File: config.mk
export PLATFORM = sky130hd
export DESIGN_NAME = kbd_scan_encoder
export DESIGN_NICKNAME = d
export VERILOG_FILES = /design/src/rtl/kbd_scan_encoder.sv
export SDC_FILE = /design/constraint.sdc
export NUM_CORES = 1
export LEC_CHECK = 0
export BUFFER_PORTS_ARGS = -buffer_cell sky130_fd_sc_hd__clkbuf_2
export CAP_MARGIN = 5
export CORE_MARGIN = 10
export CORE_UTILIZATION = 59
export CTS_BUF_LIST = sky130_fd_sc_hd__clkbuf_16
export DETAILED_ROUTE_END_ITERATION = 10
export PLACE_DENSITY = 0.84
export SETUP_SLACK_MARGIN = 0.3
export SKIP_LAST_GASP = 1
export SLEW_MARGIN = 0
export SYNTH_ARGS = -nofsm -noshare
export SYNTH_HDL_FRONTEND = slang
export SYNTH_SLANG_ARGS = --single-unit
File: constraint.sdc
create_clock -name clk -period 2.9 [get_ports clk]
set_clock_uncertainty 0.1 [all_clocks]
set_input_delay 0.29 -clock clk [delete_from_list [all_inputs] [get_ports clk]]
set_output_delay 0.29 -clock clk [all_outputs]
set_load 0.01 [all_outputs]
File: src/rtl/kbd_scan_encoder.sv
// ============================================================================
// kbd_scan_encoder
//
// Scans a 4x4 key matrix one column at a time, debounces a single key press
// and reports it as a 4-bit code with a one-cycle valid strobe, a held level
// and a running press count. Only one key is serviced at a time (no rollover).
//
// Parameters
//   SCAN_DIV         clocks each column is driven before its rows are sampled (>= 1)
//   DEBOUNCE_CYCLES  consecutive stable samples needed to accept a press or a
//                    release (>= 1)
//
// Ports
//   clk        in   1  single clock, rising edge
//   rst_n      in   1  synchronous active-low reset
//   row_in     in   4  row sense lines (1 = contact on the driven column), pre-synchronised
//   col_out    out  4  one-hot column drive
//   key_code   out  4  {row_idx, col_idx} of the last accepted key
//   key_valid  out  1  one-cycle pulse when a press is accepted
//   key_held   out  1  high from press acceptance until release acceptance
//   key_count  out  8  accepted presses, modulo 256
// ============================================================================
module kbd_scan_encoder #(
    parameter int SCAN_DIV        = 2,
    parameter int DEBOUNCE_CYCLES = 4
) (
    input  logic       clk,
    input  logic       rst_n,
    input  logic [3:0] row_in,
    output logic [3:0] col_out,
    output logic [3:0] key_code,
    output logic       key_valid,
    output logic       key_held,
    output logic [7:0] key_count
);

    // Dwell counter runs 0..SCAN_DIV-1; debounce counter runs 0..DEBOUNCE_CYCLES-1.
    // Acceptance fires on the edge where the counter *would* reach
    // DEBOUNCE_CYCLES, so the counter itself never has to hold that value.
    localparam int DW = (SCAN_DIV > 1) ? $clog2(SCAN_DIV) : 1;
    localparam int CW = $clog2(DEBOUNCE_CYCLES + 1);

    localparam logic [DW-1:0] DWELL_LAST = DW'(SCAN_DIV - 1);
    localparam logic [CW-1:0] DEB_LAST   = CW'(DEBOUNCE_CYCLES - 1);

    typedef enum logic [1:0] {
        ST_SCAN     = 2'd0,
        ST_DEBOUNCE = 2'd1,
        ST_HELD     = 2'd2
    } state_t;

    // ------------------------------------------------------------------------
    // Registers
    // ------------------------------------------------------------------------
    state_t          r_state;
    logic [3:0]      r_col;
    logic [DW-1:0]   r_dwell;
    logic [CW-1:0]   r_cnt;
    logic [1:0]      r_row_idx;
    logic [1:0]      r_col_idx;
    logic [3:0]      r_key_code;
    logic            r_key_valid;
    logic            r_key_held;
    logic [7:0]      r_key_count;

    // ------------------------------------------------------------------------
    // Next-state wires
    // ------------------------------------------------------------------------
    state_t          w_state_nxt;
    logic [3:0]      w_col_nxt;
    logic [DW-1:0]   w_dwell_nxt;
    logic [CW-1:0]   w_cnt_nxt;
    logic [1:0]      w_row_idx_nxt;
    logic [1:0]      w_col_idx_nxt;
    logic [3:0]      w_key_code_nxt;
    logic            w_key_valid_nxt;
    logic            w_key_held_nxt;
    logic [7:0]      w_key_count_nxt;

    logic [3:0]      w_col_adv;
    logic [1:0]      w_col_idx_cur;
    logic [1:0]      w_row_low;
    logic            w_row_any;
    logic            w_row_bit;

    // Column rotation 0001 -> 0010 -> 0100 -> 1000 -> 0001.
    assign w_col_adv = {r_col[2:0], r_col[3]};
    assign w_row_any = |row_in;
    // Only the captured row is watched once a key has been picked.
    assign w_row_bit = row_in[r_row_idx];

    // One-hot column to index.
    always_comb begin
        case (r_col)
            4'b0010: w_col_idx_cur = 2'd1;
            4'b0100: w_col_idx_cur = 2'd2;
            4'b1000: w_col_idx_cur = 2'd3;
            default: w_col_idx_cur = 2'd0;
        endcase
    end

    // Lowest set row wins when several rows close at once.
    always_comb begin
        if (row_in[0])      w_row_low = 2'd0;
        else if (row_in[1]) w_row_low = 2'd1;
        else if (row_in[2]) w_row_low = 2'd2;
        else                w_row_low = 2'd3;
    end

    // ------------------------------------------------------------------------
    // Next-state / datapath logic
    // ------------------------------------------------------------------------
    always_comb begin
        // NOTE: every signal gets a default before the case so that no path
        // leaves one unassigned, which would otherwise infer a latch.
        w_state_nxt     = r_state;
        w_col_nxt       = r_col;
        w_dwell_nxt     = r_dwell;
        w_cnt_nxt       = r_cnt;
        w_row_idx_nxt   = r_row_idx;
        w_col_idx_nxt   = r_col_idx;
        w_key_code_nxt  = r_key_code;
        w_key_valid_nxt = 1'b0;          // strobe: high for one clock only
        w_key_held_nxt  = r_key_held;
        w_key_count_nxt = r_key_count;

        case (r_state)
            ST_SCAN: begin
                if (r_dwell == DWELL_LAST) begin
                    w_dwell_nxt = '0;
                    if (w_row_any) begin
                        // Freeze the column and remember where the contact is.
                        w_row_idx_nxt = w_row_low;
                        w_col_idx_nxt = w_col_idx_cur;
                        w_cnt_nxt     = '0;
                        w_state_nxt   = ST_DEBOUNCE;
                    end else begin
                        w_col_nxt = w_col_adv;
                    end
                end else begin
                    w_dwell_nxt = r_dwell + DW'(1);
                end
            end

            ST_DEBOUNCE: begin
                if (w_row_bit) begin
                    if (r_cnt == DEB_LAST) begin
                        w_key_code_nxt  = {r_row_idx, r_col_idx};
                        w_key_valid_nxt = 1'b1;
                        w_key_held_nxt  = 1'b1;
                        w_key_count_nxt = r_key_count + 8'd1;
                        w_cnt_nxt       = '0;
                        w_state_nxt     = ST_HELD;
                    end else begin
                        w_cnt_nxt = r_cnt + CW'(1);
                    end
                end else begin
                    // Bounce: give up on this key and move on.
                    w_cnt_nxt   = '0;
                    w_dwell_nxt = '0;
                    w_col_nxt   = w_col_adv;
                    w_state_nxt = ST_SCAN;
                end
            end

            ST_HELD: begin
                if (!w_row_bit) begin
                    if (r_cnt == DEB_LAST) begin
                        w_key_held_nxt = 1'b0;
                        w_cnt_nxt      = '0;
                        w_dwell_nxt    = '0;
                        w_col_nxt      = w_col_adv;
                        w_state_nxt    = ST_SCAN;
                    end else begin
                        w_cnt_nxt = r_cnt + CW'(1);
                    end
                end else begin
                    // Any contact restarts the release count.
                    w_cnt_nxt = '0;
                end
            end

            default: begin
                // Unused encoding: fall back to scanning from column 0.
                w_state_nxt    = ST_SCAN;
                w_col_nxt      = 4'b0001;
                w_dwell_nxt    = '0;
                w_cnt_nxt      = '0;
                w_key_held_nxt = 1'b0;
            end
        endcase
    end

    // ------------------------------------------------------------------------
    // State register
    // ------------------------------------------------------------------------
    always_ff @(posedge clk) begin
        // NOTE: sequential state uses non-blocking assignments so every
        // register samples pre-edge values, independent of statement order.
        if (!rst_n) begin
            r_state     <= ST_SCAN;
            r_col       <= 4'b0001;
            r_dwell     <= '0;
            r_cnt       <= '0;
            r_row_idx   <= 2'd0;
            r_col_idx   <= 2'd0;
            r_key_code  <= 4'd0;
            r_key_valid <= 1'b0;
            r_key_held  <= 1'b0;
            r_key_count <= 8'd0;
        end else begin
            r_state     <= w_state_nxt;
            r_col       <= w_col_nxt;
            r_dwell     <= w_dwell_nxt;
            r_cnt       <= w_cnt_nxt;
            r_row_idx   <= w_row_idx_nxt;
            r_col_idx   <= w_col_idx_nxt;
            r_key_code  <= w_key_code_nxt;
            r_key_valid <= w_key_valid_nxt;
            r_key_held  <= w_key_held_nxt;
            r_key_count <= w_key_count_nxt;
        end
    end

    // All outputs come straight from registers.
    assign col_out   = r_col;
    assign key_code  = r_key_code;
    assign key_valid = r_key_valid;
    assign key_held  = r_key_held;
    assign key_count = r_key_count;

endmodule

==> impl_metrics.env <==
export IMPL_tightestPinTransition_ns=0.647
export IMPL_max_stage_delay_ns=0.48
export IMPL_antenna_found_initial=0
export IMPL_syn_num_nets=177
export IMPL_cts_setup_buffers=0
export IMPL_async_flop_share_pct=0
export IMPL_finalHoldViolations=0
export IMPL_dieArea_mm2=0.00484
export IMPL_syn_inst=164
export IMPL_track_usage_pct=13.6
export IMPL_clk_latency_ns=0.26
export IMPL_die_w_um=69.5
export IMPL_status="completed"
export IMPL_start_util_pct=63.6
export IMPL_ys_seq_area_share_pct=38.7
export IMPL_rsz0062_at_grt="no"
export IMPL_synth_top_cell_area_share_pct=38.7
export IMPL_num_antenna_cells=0
export IMPL_ir_worst_vdd_uv=694
export IMPL_post_route_period_util_pct=70.8
export IMPL_slowest_stage="nor4_1"
export IMPL_synth_most_common_cell="dfxtp_1"
export IMPL_wl_per_cell_um=15.9
export IMPL_yosys_warnings=0
export IMPL_p_leak_nw=0.651
export IMPL_cts_tree="built"
export IMPL_htreeDepth=1
export IMPL_hold_ws_ns=0.266
export IMPL_slew_viol_final=0
export IMPL_cp_end_kind="register"
export IMPL_num_io_pins=24
export IMPL_start_kind="register"
export IMPL_grt_pass1_vias=1247
export IMPL_cts_hold_buf=0
export IMPL_drtIter0Drc=113
export IMPL_synthesis_area_mm2=0.00145
export IMPL_cts_root_buf="clkbuf_16"
export IMPL_fp_row_count=17
export IMPL_path_clk_slew_ns=0.07
export IMPL_routed_wl_um=3370
export IMPL_critPathLaunch="r_state[1]"
export IMPL_worstHoldPathType="in2reg"
export IMPL_setup_tns_final_ns=0
export IMPL_dr_total_vias=1307
export IMPL_post_cts_resize_count=0
export IMPL_place_gp_congestion=0.867
export IMPL_reg2reg_depth=6
export IMPL_cts_inserted_buffers=3
export IMPL_synth_seq_cells=28
export IMPL_cp_endpoint="key_count[5]"
export IMPL_post_place_ws_ns=0.937
export IMPL_path_class="reg2reg"
export IMPL_vias_per_cell=6.17
export IMPL_slew_headroom_pct=56.8
export IMPL_setup_slack_ns=0.848
export IMPL_synth_area_top_cells="dfxtp_1, ha_1, mux2i_1, a21oi_1, nand2_1"
export IMPL_fin_util_pct=73.6
export IMPL_grt_start_max_net_pins=22
export IMPL_gr_total_overflow=0
export IMPL_die_y_um=69.5
export IMPL_rrSetupSlack_ns=0.85
export IMPL_r2r_start="r_state[1]"
export IMPL_antenna_violating_nets_post_route=0
export IMPL_layout_nets=198
export IMPL_avgSynthCellArea_um2=8.83
export IMPL_drc=0
export IMPL_crit_required_ns=2.99
export IMPL_synthTopCellsByCount="dfxtp_1, a21oi_1, nand2_1, nand3_1"
export IMPL_crit_path_max_fanout=16
export IMPL_synth_top_area_cell="dfxtp_1"
export IMPL_post_dp_hpwl_um=2570
export IMPL_ys_flop_type="dfxtp_1"
export IMPL_power_density_mw_per_mm2=723
export IMPL_firstDrtPassIters=6
export IMPL_drive_above_1_share_pct=19.0
export IMPL_cts_sinks=28
export IMPL_period_minus_slack_ns=2.05
export IMPL_max_cap_violations=0
export IMPL_coreArea_mm2=0.00228
export IMPL_max_freq_ghz=0.487
export IMPL_reg2reg_to="key_count[5]"
export IMPL_area_delta_synth_final_pct=15.6
export IMPL_synth_edf_count=0
export IMPL_synth_cell_types=36
export IMPL_grt_pass1_wl_um=5660
export IMPL_arrival_ns=2.15
export IMPL_path_cells="inv_1 -> ha_1 -> nor2b_1 -> a22oi_2 -> nor4_1 -> mux2i_1"
export IMPL_finalSetupViolCount=0
export IMPL_clk_path_buf_depth=2
export IMPL_port_buffers=23
-- cell type report --
type,instances,area (um^2)
fill,171,602
inverter,8,30.0
multi-input combinational,121,828
timing repair buffer,23,115
clock buffer,3,75.1
clock inverter,1,30.0
tap,28,35.0
sequential,28,561
-- placed cells by master, fill, tap and decap left out, drive strengths merged --
cell type  count
a211oi         1
a21oi         15
a221oi         1
a22o           1
a22oi          1
a311oi         2
a31o           1
a31oi          2
and2           1
bufinv         1
clkbuf        26
dfxtp         28
ha             7
inv            8
mux2           2
mux2i          8
mux4           1
nand2         15
nand2b         6
nand3         11
nand4          3
nor2           5
nor2b          5
nor3           3
nor4           3
o2111ai        2
o21ai         10
o31ai          4
o41a           1
o41ai          1
or3            2
or4            5
xnor2          2
-- critical path: cells and delay by family, from the launching register on --
family	cells	cell delay (ns)
adders and majority gates	1	0.22
and+or+nand+nor	2	0.77
DFF	1	0.34
muxes	1	0.24
buffers and inverters	1	0.09
AOI/OAI and AO/OA	1	0.23
-- state kept, by name, indices dropped and copies added, names as in the netlist --
signal     cells
key_code       4
key_held       1
col_out        4
key_valid      1
r_row_idx      2
key_count      8
r_cnt          3
r_dwell        1
r_col_idx      2
r_state        2
-- power breakdown --
part           internal, W  switching (W)
Sequential        0.000418      0.0000357
Clock             0.000275       0.000132
Combinational     0.000134       0.000215
-- cells by family after synthesis --
kind of cell             Yosys count  share of synthesized area, %
adder cells (fa/ha/maj)            7                          6.05
XOR/XNOR                           2                          1.21
multiplexers                      11                          8.64
buffers and inverters             15                          4.06
AND/OR/NAND/NOR                   59                          21.3
flip-flops                        28                          38.7
AO/OA/AOI/OAI                     42                          20.1
-- how the worst min path moves through the flow --
| stage | endpoint | depth (start not counted) | from |
|---|---|---|---|
| after floorplan | r_cnt[2] | 2 | r_cnt[2] |
| after global placement | r_col_idx[0] | 2 | r_col_idx[0] |
| after detailed placement | r_col_idx[1] | 2 | r_col_idx[1] |
| after CTS | r_row_idx[1] | 3 | row_in[1] |
| after global routing | r_row_idx[1] | 3 | row_in[1] |
| final | r_row_idx[1] | 3 | row_in[1] |
-- routing by layer --
layer / GRT usage, % / part of all wire, % / vias up
li1: - / - / 645
met1: 13.9 / 39 / 612
met2: 25.0 / 53 / 46
met3: 4.71 / 7.4 / 4
met4: 3.99 / 1.2 / 0
met5: 0 / 0 / -
-- metrics by stage --
step	instances	total power (W)	cell area (um^2)
after floorplan	164	0.000721	1450
after global placement	208	0.000780	1570
after detailed placement	208	0.000803	1570
after CTS	212	0.00121	1670
after global routing	212	0.00126	1670
final	212	0.00121	1670
No activity file was read; power rests on OpenSTA's default activity.
